**config.mk**
```make
export PLATFORM = sky130hd
export DESIGN_NAME = freq_gate_ctrl
export DESIGN_NICKNAME = d
export VERILOG_FILES = /design/src/rtl/freq_meter_pkg.sv /design/src/rtl/freq_gate_timer.sv /design/src/rtl/freq_gate_ctrl.sv
export SDC_FILE = /design/constraint.sdc
export NUM_CORES = 1
export LEC_CHECK = 0
export BUFFER_PORTS_ARGS = -buffer_cell sky130_fd_sc_hd__buf_2
export CAP_MARGIN = 20
export CORE_MARGIN = 2
export CORE_UTILIZATION = 46
export DETAILED_ROUTE_END_ITERATION = 6
export PLACE_DENSITY = 0.66
export SKIP_CTS_REPAIR_TIMING = 1
export SLEW_MARGIN = 20
export SYNTH_ARGS = -nofsm -noshare
export SYNTH_HDL_FRONTEND = slang
export SYNTH_SLANG_ARGS = --single-unit
```
**constraint.sdc**
```tcl
create_clock -name CLK -period 3.3 [get_ports CLK]
set_input_delay 0.33 -clock CLK [delete_from_list [all_inputs] [get_ports CLK]]
set_output_delay 0.33 -clock CLK [all_outputs]
set_load 0.01 [all_outputs]
```
**src/rtl/freq_meter_pkg.sv**
```systemverilog
// Shared types and constants for the gated frequency meter.
// Holds the gate FSM state encoding and the phase-length helper.
package freq_meter_pkg;

    localparam int BCD_W          = 24;
    localparam int DEFAULT_CLK_HZ = 50_000_000;

    typedef enum logic [1:0] {
        CLEAR  = 2'd0,
        GATE   = 2'd1,
        SETTLE = 2'd2,
        LATCH  = 2'd3
    } gate_state_e;

    // Timer reload value (phase length minus one) for the phase being entered.
    function automatic logic [31:0] phase_load(input gate_state_e st,
                                               input logic [31:0] clr_n,
                                               input logic [31:0] gate_n,
                                               input logic [31:0] settle_n);
        logic [31:0] len;
        len = 32'd1;
        case (st)
            CLEAR:   len = clr_n;
            GATE:    len = gate_n;
            SETTLE:  len = settle_n;
            default: len = 32'd1;
        endcase
        return len - 32'd1;
    endfunction

endpackage

```
**src/rtl/freq_gate_timer.sv**
```systemverilog
// Phase timer: 32-bit down-counter, reloaded on load, done while it sits at zero.
// Latency: done is combinational from the count; no backpressure.
// Reset loads RST_VAL so the first phase after reset runs its full length.
module freq_gate_timer #(
    parameter logic [31:0] RST_VAL = 32'd0
) (
    input  logic        core_clk,
    input  logic        arst_n,
    input  logic        load,
    input  logic [31:0] load_val,
    output logic        done
);

    logic [31:0] cnt_q;

    always_ff @(posedge core_clk or negedge arst_n) begin
        if (!arst_n) begin
            cnt_q <= RST_VAL;
        end else if (load) begin
            cnt_q <= load_val;
        end else if (cnt_q != 32'd0) begin
            cnt_q <= cnt_q - 32'd1;
        end
    end

    assign done = (cnt_q == 32'd0);

endmodule

```
**src/rtl/freq_gate_ctrl.sv**
```systemverilog
// Gate controller for a pulse counter: CLEAR -> GATE -> SETTLE -> LATCH, free running.
// Latency: DISP/VALID update one edge after the LATCH cycle; no backpressure (free running).
// Optional FREQ_GATE_HOLD_EN adds a HOLD input that suppresses the LATCH update.
module freq_gate_ctrl
    import freq_meter_pkg::*;
#(
    parameter int CLR_CYCLES    = 4,
    parameter int GATE_CYCLES   = DEFAULT_CLK_HZ,
    parameter int SETTLE_CYCLES = 4
) (
    input  logic             CLK,
    input  logic             RST_N,
    input  logic [BCD_W-1:0] Q_IN,
`ifdef FREQ_GATE_HOLD_EN
    input  logic             HOLD,
`endif
    output logic             ENA,
    output logic             CLR,
    output logic [BCD_W-1:0] DISP,
    output logic             VALID
);

    localparam logic [31:0] CLR_N    = 32'(CLR_CYCLES);
    localparam logic [31:0] GATE_N   = 32'(GATE_CYCLES);
    localparam logic [31:0] SETTLE_N = 32'(SETTLE_CYCLES);

    gate_state_e state_q;
    gate_state_e nxt_state;
    logic        tmr_done;
    logic [31:0] tmr_load_val;
    logic        freeze;
    logic        latch_upd;

`ifdef FREQ_GATE_HOLD_EN
    assign freeze = HOLD;
`else
    assign freeze = 1'b0;
`endif

    always_comb begin
        nxt_state = state_q;
        if (tmr_done) begin
            case (state_q)
                CLEAR:   nxt_state = GATE;
                GATE:    nxt_state = SETTLE;
                SETTLE:  nxt_state = LATCH;
                default: nxt_state = CLEAR;
            endcase
        end
    end

    // The timer reloads on every phase change, i.e. whenever it reaches zero.
    assign tmr_load_val = phase_load(nxt_state, CLR_N, GATE_N, SETTLE_N);
    assign latch_upd    = (state_q == LATCH) && tmr_done && !freeze;

    freq_gate_timer #(
        .RST_VAL (CLR_N - 32'd1)
    ) u_timer (
        .core_clk (CLK),
        .arst_n   (RST_N),
        .load     (tmr_done),
        .load_val (tmr_load_val),
        .done     (tmr_done)
    );

    // ENA/CLR decode the next state so they are registered and mutually exclusive.
    always_ff @(posedge CLK or negedge RST_N) begin
        if (!RST_N) begin
            state_q <= CLEAR;
            ENA     <= 1'b0;
            CLR     <= 1'b1;
            DISP    <= '0;
            VALID   <= 1'b0;
        end else begin
            state_q <= nxt_state;
            ENA     <= (nxt_state == GATE);
            CLR     <= (nxt_state == CLEAR);
            VALID   <= latch_upd;
            if (latch_upd) begin
                DISP <= Q_IN;
            end
        end
    end

endmodule

```
==> flow_summary.toml, run 1 <==
[run_status]
status = "complete, no violations"

[floorplan]
die_w_um = 83.70
initial_core_util = 0.4681
io_pins = 53
core-area_um2 = 6241
die_area_um2 = 7005
die_h_um = 83.70
rows = 29

[placement]
dp_hpwl_um = 3982
pre_cts_ws_ns = 0.3308
portBuffers = 52
placed_area_um2 = 3289
gp_congestion = 0.7990

[worst_setup_path]
worstRegToRegCells = 10
critical_path_class = "register to register"
cp.required_ns = 3.55
critical_path_arrival_ns = 3.23
path_max_fanout = 5
reg2reg_slack_ns = 0.32
endpoint_kind = "register"
crit_path_start_kind = "register"

[worst_hold_path]
hp-class = "input pin to register"
whs_path_depth = 2

[clock_tree]
clk_pin_slew_ns = 0.07
h-tree-depth = 3
clock_path_buffers = 2
clock-sinks = 61
worstSkewPairLatency_ns = 0.34
tritoncts = "built"
cts_buffers = 9
clockRootBuffer = "clkbuf_8"

[sta]
hold_viol = 0
worst_pin_slew_ns = 0.5946
slew_headroom = 0.6021
min_period_over_period = 0.9029
finalSetupViolCount = 0
rsz0062_at_grt = "false"
finalMaxSlewViolations = 0
fin_ws_ns = 0.3203
setup-tns-final_ns = 0
fin_crit_ns = 2.980
max_freq_mhz = 335.6
fin_skew_ns = 0.01250
finalHoldWorstSlack_ns = 0.2174

[finish]
drive_gt1_frac = 0.4040
syn2layout_area_growth_pct = 19.40
final_common_cell = "dfrtp_1"
fin_area_um2 = 3488
final_cell_mix = "dfrtp_1 (58), buf_2 (52), nor2_1 (20)"
antennaDiodeCount = 0
fin_util = 0.5589
fin_nets = 322

[logic_synthesis]
synth_xor_xnor_area_share = 0.05696
synth_compound_area_frac = 0.06809
synth.area.mux_share = 0.1340
synth_edf_count = 0
synth_ff_type = "dfrtp_1"
syn_nets = 257
synth-seq-area-share = 0.5238
yosysTopAreaCell = "dfrtp_1"
avgSynthCellArea_um2 = 12.87
netlist_instances = 227
synth-simple-area-share = 0.1824
ys_warn_count = 0
ys_top_cells_by_area = "dfrtp_1 (50%), mux2_4 (9.8%), xor2_1 (4.5%)"
async_flop_share = 1.000
synth_top_family_by_area = "simple AND/OR/NAND/NOR gates"
synth_adder_area_share = 0.01713
synth_top_area_share = 0.4968
syn_area_um2 = 2922
yosys_register_bits = 61
yosys.cell_types.count = 49

[route]
postRouteAntennaNets = 0
viasPerCell = 5.267
drt-pass1-iter-count = 4
vias = 1970
drcViolationCount = 0
wl_um = 5667
wl_per_cell_um = 15.15
drt_iter0_drc = 130

[global_route]
grt_usage = 0.1690
grt_first_pass_wirelength_um = 9370
grt_overflow = 0
antenna_found_initial = 0
grt_max_degree = 44
grt_pass1_vias = 1965

[power_and_ir_drop]
power_leakage_nw = 1.662
power_density_nw_per_um2 = 419.3
peakVddDrop_mv = 0.3101

[run]
drv_cap = 0
==> stage by stage <==
step,total power [W],instances
after detailed placement,0.0008590,357
after CTS,0.001482,373
after floorplan,0.0008113,227
final,0.001463,374
after global placement,0.0008576,357
after global routing,0.001522,374
==> final timing paths <==
kind | end | startpoint
max | u_timer.cnt_q[28] | state_q[1]
min | DISP[10] | Q_IN[10]
max reg2reg | u_timer.cnt_q[28] | state_q[1]
min reg2reg | u_timer.cnt_q[28] | u_timer.cnt_q[28]
max in group asynchronous | u_timer.cnt_q[0] | RST_N
min in group asynchronous | u_timer.cnt_q[19] | RST_N
==> worst max-delay path: stages, from the launching register on <==
cell,delay [ns]
dfrtp_1,0.41
inv_1,0.08
ha_1,0.20
or2_2,0.32
a31oi_1,0.22
ha_1,0.23
nor4b_1,0.32
nand4_2,0.17
or4_4,0.47
a2111oi_2,0.33
xor2_1,0.17
==> Yosys cell counts, types with 3 or more instances <==
cell       n
xnor2_1    4
or3_1      5
nor2_1    20
nor4_4     3
ha_1       4
xor2_1    15
nor4_1     4
mux2_2     5
dfstp_2    3
inv_1      5
a21oi_1    3
o31ai_1    3
or2_2      3
mux2_4    19
nand2b_1   4
nor3_1     9
mux2i_1    5
o21ai_0    3
dfrtp_1   58
nand2_1    7
a211oi_1   4
==> kinds of logic (layout without fill, tap and decap cells) <==
logic type,Yosys count,in the layout
fa+ha+maj,4,4
simple gates,80,80
compound gates,25,25
buf+inv,9,79
mux,29,29
flops,61,61
xor+xnor,19,19
==> flip-flops by register name (all words and copies together), names as in the netlist <==
name and flops:
CLR 1, DISP 24, ENA 1, VALID 1, state_q 2, u_timer.cnt_q 32
==> routing by layer <==
metal | vias up | track usage | wire (um)
li1 | 961 | - | -
met5 | - | 0 | 0
met2 | 31 | 0.2611 | 2665
met3 | 10 | 0.03264 | 143
met4 | 0 | 0.08358 | 113
met1 | 968 | 0.2286 | 2744
==> final cells by class <==
type	count	area [um^2]
clock inverter	3	20.02
inverter	5	18.77
fill	532	2753
clock buffer	13	168.9
multi-input combinational	157	1346
tap	77	96.34
timing repair buffer	58	307.8
sequential	61	1530
==> power by group <==
part | leakage, nW | internal [W] | switching (W) | total, W
clock network | 0.0917 | 0.000333 | 0.000285 | 0.000618
registers | 0.702 | 0.000763 | 0.00000758 | 0.000770
logic | 0.868 | 0.0000391 | 0.0000350 | 0.0000740
total | 1.66 | 0.00113 | 0.000328 | 0.00146
Note: power is estimated with default switching activity, not from simulation.
==> run 2: changes to the inputs <==
--- a/config.mk
+++ b/config.mk
@@ -8,9 +8,9 @@
 export BUFFER_PORTS_ARGS = -buffer_cell sky130_fd_sc_hd__buf_2
 export CAP_MARGIN = 20
 export CORE_MARGIN = 2
-export CORE_UTILIZATION = 46
+export CORE_UTILIZATION = 55
 export DETAILED_ROUTE_END_ITERATION = 6
-export PLACE_DENSITY = 0.66
+export PLACE_DENSITY = 0.77
 export SKIP_CTS_REPAIR_TIMING = 1
 export SLEW_MARGIN = 20
 export SYNTH_ARGS = -nofsm -noshare
==> run 2 against run 1 <==
- non-clock buffer count shrank 1
- final cell count down 2.1%
- worst hold slack got worse by 0.15 ns
- die area down 16%
- sequential cell count unchanged
- worst setup slack got worse by 0.054 ns
- sequential power barely moved
- via count rose by 2.2%
- register-to-register slack worse by 0.05 ns
- clock power increased by 6.1%
- first-iteration DRC count down 16%
- total power up 2.5%
- critical endpoint unchanged
- highest routed layer unchanged
==> flow_summary.toml, run 2 (same netlist as run 1, synthesis figures left out) <==
[sta]
slew_headroom = 0.4764
fin_skew_ns = 0.006213
finalSetupViolCount = 0
finalMaxSlewViolations = 0
hold_viol = 0
fin_crit_ns = 3.033
worst_pin_slew_ns = 0.7854
finalHoldWorstSlack_ns = 0.06678
min_period_over_period = 0.9192
rsz0062_at_grt = "false"
setup-tns-final_ns = 0
max_freq_mhz = 329.7

[floorplan]
die_h_um = 76.88
rows = 26
initial_core_util = 0.5720
core-area_um2 = 5107
die_area_um2 = 5911
die_w_um = 76.88
io_pins = 53

[clock_tree]
clk_pin_slew_ns = 0.07
h-tree-depth = 3
clockRootBuffer = "clkbuf_8"
clock_path_buffers = 2
cts_buffers = 9
clock-sinks = 61
worstSkewPairLatency_ns = 0.33
tritoncts = "built"

[worst_setup_path]
slowest_delay_ns = 0.47
endpoint_kind = "register"
r2r_start = "state_q[0]"
crit_slowest_cell = "or4_4"
path_max_fanout = 4
critical_path_arrival_ns = 3.29
critical_path_class = "register to register"
worstRegToRegCells = 10
cp.required_ns = 3.56
crit_path_start_kind = "register"
reg2reg_slack_ns = 0.27
reg2reg_to = "u_timer.cnt_q[28]"
crit_chain = "inv_1 > ha_1 > or2_2 > a31oi_1 > ha_1 > nor4b_1 > nand4_2 > or4_4 > a2111oi_2 > xor2_1"
cp_common_cell = "ha_1"

[route]
wl_um = 5453
postRouteAntennaNets = 0
drt_iter0_drc = 109
vias = 2013
drcViolationCount = 0
wl_per_cell_um = 14.90
drt-pass1-iter-count = 6
viasPerCell = 5.500

[placement]
gp_congestion = 0.8060
portBuffers = 52
placed_area_um2 = 3274
dp_hpwl_um = 3834

[finish]
syn2layout_area_growth_pct = 18.89
largestRegisters = "u_timer.cnt_q x32, DISP x24, state_q x2"
fin_area_um2 = 3473
largest-register = "u_timer.cnt_q"
antennaDiodeCount = 0
largest_reg_flops = 32
fin_nets = 321
final_common_cell = "dfrtp_1"
final_cell_mix = "dfrtp_1 (58), buf_2 (52), nor2_1 (20)"
drive_gt1_frac = 0.4054

[run_status]
status = "complete, no violations"

[global_route]
grt_overflow = 0
grt_usage = 0.2035
grt_first_pass_wirelength_um = 9501
grt_pass1_vias = 1981
grt_max_degree = 38
antenna_found_initial = 0

[power_and_ir_drop]
power_leakage_nw = 1.658
power_density_nw_per_um2 = 431.9
peakVddDrop_mv = 0.3004

[worst_hold_path]
hp-class = "input pin to async pin"

[run]
drv_cap = 0
## run 2: worst max path at each step
stage / startpoint / end / slack [ns] / cells after the start
CTS: state_q[0] / u_timer.cnt_q[28] / 0.25 / 10
floorplan: state_q[0] / u_timer.cnt_q[28] / 0.44 / 10
global placement: state_q[0] / u_timer.cnt_q[28] / 0.37 / 10
finish: state_q[0] / u_timer.cnt_q[28] / 0.27 / 10
global route: state_q[0] / u_timer.cnt_q[28] / 0.03 / 10
detailed placement: state_q[0] / u_timer.cnt_q[28] / 0.27 / 10
## run 2: worst max-delay path, delay by kind of cell, from the launching register on
| kind | cells | cell delay [ns] |
|---|---|---|
| AOI/OAI and AO/OA | 2 | 0.58 |
| xor gates and xnor gates | 1 | 0.18 |
| adders and majority gates | 2 | 0.47 |
| buffers and inverters | 1 | 0.09 |
| DFF | 1 | 0.39 |
| and+or+nand+nor | 4 | 1.25 |
## run 2: cell type report
class                   instances  area, um^2
fillers                       384        1634
flip-flops and latches         61        1530
multi-input cells             157        1340
repair buffers                 57       297.8
clock buffers                   9       123.9
well taps                      70       87.58
clock inverters                 7       75.07
inverters                       5       18.77
## run 2: stage by stage
stage / power [W] / setup WS, ns / std cells / util
final: 0.001500 / 0.2667 / 366 / 0.6801
after global routing: 0.001559 / 0.03031 / 366 / 0.6801
after CTS: 0.001511 / 0.2490 / 366 / 0.6801
after detailed placement: 0.0008587 / 0.2749 / 350 / 0.6411
after global placement: 0.0008568 / 0.3723 / 350 / 0.6411
after floorplan: 0.0008113 / 0.4400 / 227 / -
## run 2: per-layer routing
layer	part of all wire	wire [um]	track usage
met4	0.018	97	0.09273
met5	0	0	0
met2	0.45	2452	0.3000
met3	0.054	293	0.04353
met1	0.48	2609	0.2890
## run 2: power breakdown
part	switching, W	internal (W)
combinational	0.0000354	0.0000384
clock	0.000306	0.000350
sequential	0.00000723	0.000763
